## config.mk

```make
export PLATFORM = sky130hd
export DESIGN_NAME = otl_mem_arbiter_flat
export DESIGN_NICKNAME = d
export VERILOG_FILES = /design/src/rtl/otl_mem_arbiter_if.sv /design/src/rtl/otl_mem_arbiter.sv /design/src/flat_wrapper.sv
export SDC_FILE = /design/constraint.sdc
export NUM_CORES = 1
export LEC_CHECK = 0
export CORE_ASPECT_RATIO = 2
export CORE_MARGIN = 1.5
export CORE_UTILIZATION = 39
export CTS_BUF_LIST = sky130_fd_sc_hd__clkbuf_4 sky130_fd_sc_hd__clkbuf_8 sky130_fd_sc_hd__clkbuf_16
export CTS_CLUSTER_DIAMETER = 40
export DETAILED_ROUTE_END_ITERATION = 10
export GPL_TIMING_DRIVEN = 0
export PLACE_DENSITY = 0.95
export SETUP_SLACK_MARGIN = 0.02
export SLEW_MARGIN = 15
export SYNTH_ARGS = -nofsm -noshare
export SYNTH_HDL_FRONTEND = slang
export SYNTH_SLANG_ARGS = --single-unit
```

## constraint.sdc

```tcl
create_clock -name s_axi_aclk -period 4.5 [get_ports s_axi_aclk]
set_input_delay 0.45 -clock s_axi_aclk [delete_from_list [all_inputs] [get_ports s_axi_aclk]]
set_output_delay 0.45 -clock s_axi_aclk [all_outputs]
set_load 0.05 [all_outputs]
```

## src/rtl/otl_mem_arbiter_if.sv

```systemverilog
`timescale 1ns/1ps
// ---------------------------------------------------------------------------
// otl_mem_arbiter_if
//
// Bundles every handshake and bus signal of otl_mem_arbiter:
//   - write request channel  : wr_valid, wr_ready, wr_addr, wr_data, wr_strb
//   - read request channel   : rd_valid, rd_ready, rd_addr
//   - read response channel  : rd_resp_valid, rd_resp_ready, rd_resp_data
//   - single-port RAM port   : mem_en, mem_we, mem_addr, mem_wdata, mem_be,
//                              mem_rdata
//
// Modports:
//   slave  - the arbiter itself (accepts requests, drives the RAM port)
//   master - the surroundings: the requesters and the RAM behind the arbiter
//
// Parameters:
//   ADDRW - request byte-address width
//   DATAW - data width, a multiple of 8
//   MEMAW - RAM word-address width
// ---------------------------------------------------------------------------
interface otl_mem_arbiter_if #(
   parameter int ADDRW = 32,
   parameter int DATAW = 32,
   parameter int MEMAW = 10
);

   // write request channel
   logic                 wr_valid;
   logic                 wr_ready;
   logic [ADDRW-1:0]     wr_addr;
   logic [DATAW-1:0]     wr_data;
   logic [DATAW/8-1:0]   wr_strb;

   // read request channel
   logic                 rd_valid;
   logic                 rd_ready;
   logic [ADDRW-1:0]     rd_addr;

   // read response channel
   logic                 rd_resp_valid;
   logic                 rd_resp_ready;
   logic [DATAW-1:0]     rd_resp_data;

   // RAM port
   logic                 mem_en;
   logic                 mem_we;
   logic [MEMAW-1:0]     mem_addr;
   logic [DATAW-1:0]     mem_wdata;
   logic [DATAW/8-1:0]   mem_be;
   logic [DATAW-1:0]     mem_rdata;

   modport slave (
      input  wr_valid, wr_addr, wr_data, wr_strb,
      input  rd_valid, rd_addr,
      input  rd_resp_ready,
      input  mem_rdata,
      output wr_ready, rd_ready,
      output rd_resp_valid, rd_resp_data,
      output mem_en, mem_we, mem_addr, mem_wdata, mem_be
   );

   modport master (
      output wr_valid, wr_addr, wr_data, wr_strb,
      output rd_valid, rd_addr,
      output rd_resp_ready,
      output mem_rdata,
      input  wr_ready, rd_ready,
      input  rd_resp_valid, rd_resp_data,
      input  mem_en, mem_we, mem_addr, mem_wdata, mem_be
   );

endinterface

```

## src/rtl/otl_mem_arbiter.sv

```systemverilog
`timescale 1ns/1ps
// ---------------------------------------------------------------------------
// otl_mem_arbiter
//
// Serialises independent write and read requests from the OTL AXI-lite slave
// onto one synchronous single-port RAM (read latency 1), one access at a
// time, and holds each read result until the requester takes it.
//
// Ports:
//   s_axi_aclk     in   clock, everything on the rising edge
//   s_axi_aresetn  in   asynchronous active-low reset
//   bus            slave modport of otl_mem_arbiter_if:
//                    wr_valid/wr_ready/wr_addr/wr_data/wr_strb  write request
//                    rd_valid/rd_ready/rd_addr                  read request
//                    rd_resp_valid/rd_resp_ready/rd_resp_data   read response
//                    mem_en/mem_we/mem_addr/mem_wdata/mem_be    RAM command
//                    mem_rdata                                  RAM read data
//
// Parameters:
//   ADDRW (32) byte-address width, DATAW (32) data width, MEMAW (10) RAM
//   word-address width. mem_addr is the word index taken from the byte
//   address; bits above and below that range are ignored silently.
//
// Configuration macro:
//   OTL_MEM_ARB_WPRIO_EN  when defined, a write always wins a simultaneous
//                         request (reads may starve). When undefined, ties
//                         alternate round-robin via last_grant.
//
// Sequencing (E0 = accepting edge):
//   write : mem_en high E0..E1, idle again at E1, next accept at E2
//   read  : mem_en high E0..E1, RAM data captured at E2, rd_resp_valid from
//           E2 until rd_resp_ready; no request is accepted meanwhile
// ---------------------------------------------------------------------------
module otl_mem_arbiter #(
   parameter int ADDRW = 32,
   parameter int DATAW = 32,
   parameter int MEMAW = 10
) (
   input  logic              s_axi_aclk,
   input  logic              s_axi_aresetn,
   otl_mem_arbiter_if.slave  bus
);

   localparam int BYTEW = DATAW / 8;
   localparam int OFFW  = $clog2(BYTEW);

`ifdef OTL_MEM_ARB_WPRIO_EN
   localparam bit WPRIO_EN = 1'b1;
`else
   localparam bit WPRIO_EN = 1'b0;
`endif

   typedef enum logic [2:0] {
      IDLE,
      WR,
      RD,
      RDLAT,
      RESP
   } state_t;

   typedef enum logic {
      GNT_WRITE,
      GNT_READ
   } grant_t;

   state_t             state;
   grant_t             last_grant;

   logic               mem_en_q;
   logic               mem_we_q;
   logic [MEMAW-1:0]   mem_addr_q;
   logic [DATAW-1:0]   mem_wdata_q;
   logic [BYTEW-1:0]   mem_be_q;
   logic               rd_resp_valid_q;
   logic [DATAW-1:0]   rd_resp_data_q;

   logic               write_wins_tie;
   logic               grant_wr;
   logic               grant_rd;

   logic [MEMAW-1:0]   wr_word;
   logic [MEMAW-1:0]   rd_word;

   // Only the word-index bits of the byte addresses reach the RAM; the rest
   // are folded here so they are visibly consumed.
   logic               unused_addr_bits;

   assign wr_word          = bus.wr_addr[MEMAW+OFFW-1:OFFW];
   assign rd_word          = bus.rd_addr[MEMAW+OFFW-1:OFFW];
   assign unused_addr_bits = ^{bus.wr_addr, bus.rd_addr};

   // -----------------------------------------------------------------------
   // Grant decision. Ready is combinational and only ever offered in IDLE,
   // and is held low while reset is asserted so both readies read 0 then.
   // -----------------------------------------------------------------------
   always_comb begin
      // NOTE: every signal assigned in this block gets a default first, so
      // no path leaves it unassigned and no latch is inferred.
      write_wins_tie = 1'b0;
      grant_wr       = 1'b0;
      grant_rd       = 1'b0;

      // With write priority the round-robin pointer is kept but overruled.
      write_wins_tie = WPRIO_EN || (last_grant == GNT_READ);

      if (s_axi_aresetn && (state == IDLE)) begin
         grant_wr = bus.wr_valid && (!bus.rd_valid || write_wins_tie);
         grant_rd = bus.rd_valid && !grant_wr;
      end
   end

   assign bus.wr_ready = grant_wr;
   assign bus.rd_ready = grant_rd;

   // -----------------------------------------------------------------------
   // Sequencer: one FSM, all outputs registered.
   // -----------------------------------------------------------------------
   always_ff @(posedge s_axi_aclk or negedge s_axi_aresetn) begin
      if (!s_axi_aresetn) begin
         state           <= IDLE;
         last_grant      <= GNT_READ;
         mem_en_q        <= 1'b0;
         mem_we_q        <= 1'b0;
         mem_addr_q      <= '0;
         mem_wdata_q     <= '0;
         mem_be_q        <= '0;
         rd_resp_valid_q <= 1'b0;
         rd_resp_data_q  <= '0;
      end else begin
         // NOTE: sequential state uses non-blocking assignments so every
         // register samples the pre-edge values, whatever the statement order.
         case (state)
            IDLE: begin
               if (grant_wr) begin
                  state       <= WR;
                  last_grant  <= GNT_WRITE;
                  mem_en_q    <= 1'b1;
                  mem_we_q    <= 1'b1;
                  mem_addr_q  <= wr_word;
                  mem_wdata_q <= bus.wr_data;
                  mem_be_q    <= bus.wr_strb;
               end else if (grant_rd) begin
                  // Write data and strobes keep their previous values.
                  state      <= RD;
                  last_grant <= GNT_READ;
                  mem_en_q   <= 1'b1;
                  mem_we_q   <= 1'b0;
                  mem_addr_q <= rd_word;
               end
            end

            WR: begin
               mem_en_q <= 1'b0;
               state    <= IDLE;
            end

            RD: begin
               mem_en_q <= 1'b0;
               state    <= RDLAT;
            end

            // The RAM presents the word during this cycle (latency 1).
            RDLAT: begin
               rd_resp_data_q  <= bus.mem_rdata;
               rd_resp_valid_q <= 1'b1;
               state           <= RESP;
            end

            // Response data stays put until it is taken; requests wait.
            RESP: begin
               if (bus.rd_resp_ready) begin
                  rd_resp_valid_q <= 1'b0;
                  state           <= IDLE;
               end
            end

            default: begin
               mem_en_q        <= 1'b0;
               rd_resp_valid_q <= 1'b0;
               state           <= IDLE;
            end
         endcase
      end
   end

   assign bus.mem_en        = mem_en_q;
   assign bus.mem_we        = mem_we_q;
   assign bus.mem_addr      = mem_addr_q;
   assign bus.mem_wdata     = mem_wdata_q;
   assign bus.mem_be        = mem_be_q;
   assign bus.rd_resp_valid = rd_resp_valid_q;
   assign bus.rd_resp_data  = rd_resp_data_q;

endmodule

```

## src/flat_wrapper.sv

```systemverilog
// flat-port wrapper written by rule: the top's interface ports become plain ports
module otl_mem_arbiter_flat 
#(
   parameter int ADDRW = 32,
   parameter int DATAW = 32,
   parameter int MEMAW = 10
)
  (s_axi_aclk, s_axi_aresetn, bus_wr_valid, bus_wr_addr, bus_wr_data, bus_wr_strb, bus_rd_valid, bus_rd_addr, bus_rd_resp_ready, bus_mem_rdata, bus_wr_ready, bus_rd_ready, bus_rd_resp_valid, bus_rd_resp_data, bus_mem_en, bus_mem_we, bus_mem_addr, bus_mem_wdata, bus_mem_be);
  otl_mem_arbiter_if #(.ADDRW(ADDRW), .DATAW(DATAW), .MEMAW(MEMAW)) bus_i ();
  input  logic s_axi_aclk;
  input  logic s_axi_aresetn;
  input wire logic [$bits(bus_i.wr_valid)-1:0] bus_wr_valid;
  input wire logic [$bits(bus_i.wr_addr)-1:0] bus_wr_addr;
  input wire logic [$bits(bus_i.wr_data)-1:0] bus_wr_data;
  input wire logic [$bits(bus_i.wr_strb)-1:0] bus_wr_strb;
  input wire logic [$bits(bus_i.rd_valid)-1:0] bus_rd_valid;
  input wire logic [$bits(bus_i.rd_addr)-1:0] bus_rd_addr;
  input wire logic [$bits(bus_i.rd_resp_ready)-1:0] bus_rd_resp_ready;
  input wire logic [$bits(bus_i.mem_rdata)-1:0] bus_mem_rdata;
  output wire logic [$bits(bus_i.wr_ready)-1:0] bus_wr_ready;
  output wire logic [$bits(bus_i.rd_ready)-1:0] bus_rd_ready;
  output wire logic [$bits(bus_i.rd_resp_valid)-1:0] bus_rd_resp_valid;
  output wire logic [$bits(bus_i.rd_resp_data)-1:0] bus_rd_resp_data;
  output wire logic [$bits(bus_i.mem_en)-1:0] bus_mem_en;
  output wire logic [$bits(bus_i.mem_we)-1:0] bus_mem_we;
  output wire logic [$bits(bus_i.mem_addr)-1:0] bus_mem_addr;
  output wire logic [$bits(bus_i.mem_wdata)-1:0] bus_mem_wdata;
  output wire logic [$bits(bus_i.mem_be)-1:0] bus_mem_be;
  assign bus_i.wr_valid = bus_wr_valid;
  assign bus_i.wr_addr = bus_wr_addr;
  assign bus_i.wr_data = bus_wr_data;
  assign bus_i.wr_strb = bus_wr_strb;
  assign bus_i.rd_valid = bus_rd_valid;
  assign bus_i.rd_addr = bus_rd_addr;
  assign bus_i.rd_resp_ready = bus_rd_resp_ready;
  assign bus_i.mem_rdata = bus_mem_rdata;
  assign bus_wr_ready = bus_i.wr_ready;
  assign bus_rd_ready = bus_i.rd_ready;
  assign bus_rd_resp_valid = bus_i.rd_resp_valid;
  assign bus_rd_resp_data = bus_i.rd_resp_data;
  assign bus_mem_en = bus_i.mem_en;
  assign bus_mem_we = bus_i.mem_we;
  assign bus_mem_addr = bus_i.mem_addr;
  assign bus_mem_wdata = bus_i.mem_wdata;
  assign bus_mem_be = bus_i.mem_be;
  otl_mem_arbiter #(.ADDRW(ADDRW), .DATAW(DATAW), .MEMAW(MEMAW)) u_core (.s_axi_aclk(s_axi_aclk), .s_axi_aresetn(s_axi_aresetn), .bus(bus_i));
endmodule
```

## Yosys cells after proc, flatten, opt, wreduce, memory -nomap -nowiden

Index checks and enable logic that the tools add are counted.
W data, S select, Z words.

| word-level totals | value |
|---|---|
| logic and storage cells | 48 |
| output and inout bits | 83 |
| bits of input ports | 137 |
| register bits | 85 |

| cells by class | value |
|---|---|
| eq/ne operators | 6 |
| multiplexer cells | 16 |
| reduce and logical (&&, ||, !) cells | 15 |
| bitwise logic cells | 2 |

Operator list:

| cell | number |
|---|---|
| $mux W10 | 2 |
| $pmux W3 S4 | 1 |
| $reduce_and A2 Y1 | 5 |
| $mux W3 | 3 |
| $mux W1 | 8 |
| $eq A3 B2 Y1 const B | 2 |
| $eq A3 B1 Y1 const B | 1 |
| $eq A3 B3 Y1 const B | 1 |
| $logic_and A1 B1 Y1 | 3 |
| $logic_not A3 Y1 | 1 |
| $ne A3 B3 Y1 const B | 1 |
| $pmux W1 S3 | 1 |
| $reduce_or A3 Y1 | 1 |
| $logic_not A1 Y1 | 2 |
| $ne A2 B2 Y1 const B | 1 |
| $not A1 Y1 | 2 |
| $pmux W1 S2 | 1 |
| $reduce_bool A2 Y1 | 1 |
| $reduce_or A2 Y1 | 1 |
| $logic_or A1 B1 Y1 | 1 |

## Longest topological paths before layout

| logic depth | value |
|---|---|
| word-level depth | 9 |
| depth in mapped cells | 6 |
| gate-level depth less buffers | 3 |

## Worst setup path before layout

No wires, ideal clock.

| timing path | value |
|---|---|
| kind | input to output |
| from | input port bus_rd_valid |
| to | output port bus_rd_ready |
| setup slack | 2.341 ns |
| buffers on the path | 1 |
| data required time | 4.050 ns |
| arrival | 1.709 ns |
| stages on the path | 4 |
| cell sequence | nor2b_1 -> clkbuf_1 -> nor2_1 -> nor2_1 |

| between the ends | value |
|---|---|
| cells in the longest elaborated chain, start to end | 6 |

RTL lines:

| element | line | RTL |
|---|---|---|
| start, declared | flat_wrapper.sv:16 | `input wire logic [$bits(bus_i.rd_valid)-1:0] bus_rd_valid;` |
| $logic_not A1 Y1 | otl_mem_arbiter.sv:107 | `grant_wr = bus.wr_valid && (!bus.rd_valid \|\| write_wins_tie);` |
| $logic_or A1 B1 Y1 | otl_mem_arbiter.sv:107 |  |
| $logic_and A1 B1 Y1 | otl_mem_arbiter.sv:107 |  |
| $logic_not A1 Y1 | otl_mem_arbiter.sv:108 | `grant_rd = bus.rd_valid && !grant_wr;` |
| $logic_and A1 B1 Y1 * | otl_mem_arbiter.sv:108 |  |
| $mux W1 * | otl_mem_arbiter.sv:106 | `if (s_axi_aresetn && (state == IDLE)) begin` |
| end, declared | flat_wrapper.sv:21 | `output wire logic [$bits(bus_i.rd_ready)-1:0] bus_rd_ready;` |

Mark *: on every way between the ends. The rest lies on a longest branch, timed or not.

## Final worst setup path

| timing path | value |
|---|---|
| from | input port s_axi_aresetn |
| to | output port bus_wr_ready |

| between the ends | value |
|---|---|
| cells in the longest elaborated chain, start to end | 2 |

RTL lines:

| element | line | RTL |
|---|---|---|
| start, declared | flat_wrapper.sv:11 | `input logic s_axi_aresetn;` |
| $logic_and A1 B1 Y1 | otl_mem_arbiter.sv:106 |  |
| $mux W1 | otl_mem_arbiter.sv:106 |  |
| end, declared | flat_wrapper.sv:20 | `output wire logic [$bits(bus_i.wr_ready)-1:0] bus_wr_ready;` |

No other way between the ends.

==> results.sh <==
export IMPL_run_status="finished clean"
export IMPL_setup_tns_ns=0
export IMPL_cts_buffer_depth=2
export IMPL_area_growth_syn_to_layout_pct=67.02
export IMPL_min_period_ns=3.570
export IMPL_h_tree_depth=3
export IMPL_yosys_top_cells_count="dfrtp_1 (84), mux2_2 (61), a2bb2oi_1 (10), o32ai_1 (10)"
export IMPL_routed_via_density=4.998
export IMPL_regToRegStartpoint="u_core.state[0]$_DFFE_PN0P_"
export IMPL_worstMarginPinSlew_ns=0.5531
export IMPL_path_clk_slew_ns=0.06
export IMPL_synth_ff_latch_count=85
export IMPL_critical_path_arrival_ns=3.12
export IMPL_die_area_mm2=0.009098
export IMPL_initial_utilization_pct=39.99
export IMPL_p_total_mw=4.960
export IMPL_ir_drop_v=0.0005262
export IMPL_wl_per_cell_um=17.14
export IMPL_start_kind="input port"
export IMPL_syn_inst=212
export IMPL_rr_worst_depth=6
export IMPL_grt_ovfl_total=0
export IMPL_cts_setup_buffers=0
export IMPL_synth_area_leader_cell="dfrtp_1"
export IMPL_grtUsageTotal_pct=19.69
export IMPL_grt_pass1_wl_um=13290
export IMPL_dpl_hpwl_um=6741
export IMPL_syn_cell_area_mm2=0.003316
export IMPL_core_mm2=0.008292
export IMPL_drt_initial_drc_count=123
export IMPL_num_antenna_cells=0
export IMPL_ios=220
export IMPL_fin_cells=502
export IMPL_setup_violations=0
export IMPL_cts_hold_buf=0
export IMPL_grt_pass1_vias=2734
export IMPL_die_h_um=133.4
export IMPL_cpMaxStageDelayCell="clkdlybuf4s50_1"
export IMPL_whs_ns=0.08636
export IMPL_cp_num_buf_inv=5
export IMPL_drtAntennaViolNets=0
export IMPL_nFillCells=606
export IMPL_clock_sinks=85
export IMPL_slowest_delay_ns=0.80
export IMPL_clock_fmax_mhz=280.1
export IMPL_wirelength_um=8603
export IMPL_dp_cells=486
export IMPL_io_buffers=175
export IMPL_drc=0
export IMPL_drt_pre_antenna_iters=4
export IMPL_die_x_um=68.20
export IMPL_ys_warn_count=0
export IMPL_synthesis_nets=349
export IMPL_place_congestion=0.8194
export IMPL_worstSetupEndpointType="output pin"
export IMPL_synthDistinctLibCells=29
export IMPL_ys_seq_area_share_pct=64.19
export IMPL_maxCapViolCount=0
export IMPL_relSlewSlack_pct=63.01
export IMPL_placed_cell_area_mm2=0.005215
export IMPL_clkLatencyLatePin_ns=0.33
export IMPL_grt_max_degree=51
export IMPL_path_cells="buf_4, buf_16, nor4b_4, nor3b_2, buf_6, buf_8, clkdlybuf4s50_1"
export IMPL_p_per_area_mw_per_mm2=895.7
export IMPL_async_flop_share_pct=100.0
export IMPL_rows=47
export IMPL_finalNetCount=536
export IMPL_cts_root_buf="clkbuf_16"
export IMPL_synth_area_leaders="dfrtp_1 (63%), mux2_2 (21%), a2bb2oi_1 (2.6%)"
export IMPL_finalHoldViolCount=0
export IMPL_via_count=2509
export IMPL_static_leakage_power_nw=2.276
export IMPL_avgSynthCellArea_um2=15.64
export IMPL_critical_path_required_ns=4.05
export IMPL_synth_edff_count=0
export IMPL_cpLargestDelayFamily="buffers and inverters"
export IMPL_critPathKind="in2out"
export IMPL_cts_tree="done"
export IMPL_ys_flop_type="dfrtp_1"
export IMPL_rrSetupSlack_ns=2.38
export IMPL_post_cts_resized=0
export IMPL_synth_top_area_share_pct=63.40
export IMPL_critical_path_peak_fanout=50
export IMPL_rsz0062_at_grt="no"
export IMPL_drive_gt1_share_pct=22.03
export IMPL_post_route_period_util_pct=79.33
export IMPL_r2r_end="u_core.bus.mem_wdata[27]$_DFFE_PN0P_"
export IMPL_skew_ns=0.005914
export IMPL_antenna_found_initial=0
export IMPL_hold_class="in2async"
export IMPL_slew_violations=0
export IMPL_stdcell_area_mm2=0.005538
export IMPL_cts_inserted_buffers=9
export IMPL_post_synth_top_count_cell="dfrtp_1"
==> layout make-up <==
class / instances / area, µm² / area share, %
Sequential cell: 85 / 2128 / 38.43
Timing Repair Buffer: 176 / 1777 / 32.08
Buffer: 13 / 76.32 / 1.378
Clock inverter: 7 / 97.59 / 1.762
Multi-Input combinational cell: 112 / 1104 / 19.93
Tap cell: 98 / 122.6 / 2.214
Clock buffer: 9 / 225.2 / 4.067
Inverter: 2 / 7.507 / 0.1356
==> power by group <==
group,total (mW),internal (mW),switching (mW)
clock network,0.783,0.489,0.295
registers,1.36,1.15,0.208
logic,2.82,1.05,1.76
total,4.96,2.69,2.27
==> how the worst max path moves through the flow <==
stage | from | to | slack, ns | depth (start not counted)
finish | s_axi_aresetn | bus_wr_ready | 0.93 | 7
global route | s_axi_aresetn | bus_wr_ready | 0.63 | 7
CTS | s_axi_aresetn | bus_wr_ready | 0.86 | 7
detailed placement | s_axi_aresetn | bus_wr_ready | 0.87 | 7
global placement | s_axi_aresetn | bus_wr_ready | -1.83 | 6
floorplan | bus_rd_valid | bus_rd_ready | 2.34 | 4
==> through the flow <==
step | setup slack (ns) | utilization, %
after CTS | 0.8573 | 66.79
after global placement | -1.829 | 62.59
final | 0.9302 | 66.79
after detailed placement | 0.8694 | 62.89
after floorplan | 2.341 | -
after global routing | 0.6312 | 66.79
==> flip-flops by register name, indices dropped and copies added, names as in the netlist <==
signal	cells
u_core.bus.rd_resp_data	32
u_core.bus.mem_we	1
u_core.state	3
u_core.bus.mem_be	4
u_core.bus.rd_resp_valid	1
u_core.bus.mem_addr	10
u_core.bus.mem_en	1
u_core.last_grant	1
u_core.bus.mem_wdata	32
==> layer usage <==
metal / routed length (µm) / track usage [%]
met5: 0 / 0
met4: 272 / 10.67
met3: 641 / 4.983
met2: 4728 / 34.84
met1: 2961 / 20.03
==> cells by family after synthesis <==
logic type      Yosys count  share of synthesized area [%]
mux                      68                          23.09
flops                    85                          64.19
compound gates           31                          7.509
buf+inv                  15                          2.528
simple gates             13                          2.679
==> layout by cell type, fill, tap and decap left out, drive strengths merged <==
master         synthesis  layout
a21o                   2       2
bufinv                 0       2
o32ai                 10      10
buf                    6       8
clkinv                 0       1
a2bb2oi               10      10
nor3                   2       2
a21bo                  1       1
nand2                  4       4
a211oi                 1       1
o211ai                 1       1
dfstp                  1       1
mux2                  68      68
nor2                   2       2
nor2b                  1       1
o21ai                  2       2
clkdlybuf4s50          0     174
nor3b                  1       1
o21a                   1       1
inv                    2       4
nor4b                  1       1
a31oi                  1       1
a21oi                  2       2
or2                    1       1
clkinvlp               0       2
clkbuf                 7      16
dfrtp                 84      84
nand3b                 1       1
==> worst register-to-register path, stage by stage (launching register included) <==
cell and delay (ns):
dfrtp_1 0.35, buf_2 0.16, nor4b_4 0.39, nor3b_2 0.40, buf_6 0.21, buf_8 0.15, mux2_1 0.34
Power figures use the tool's default switching activity.
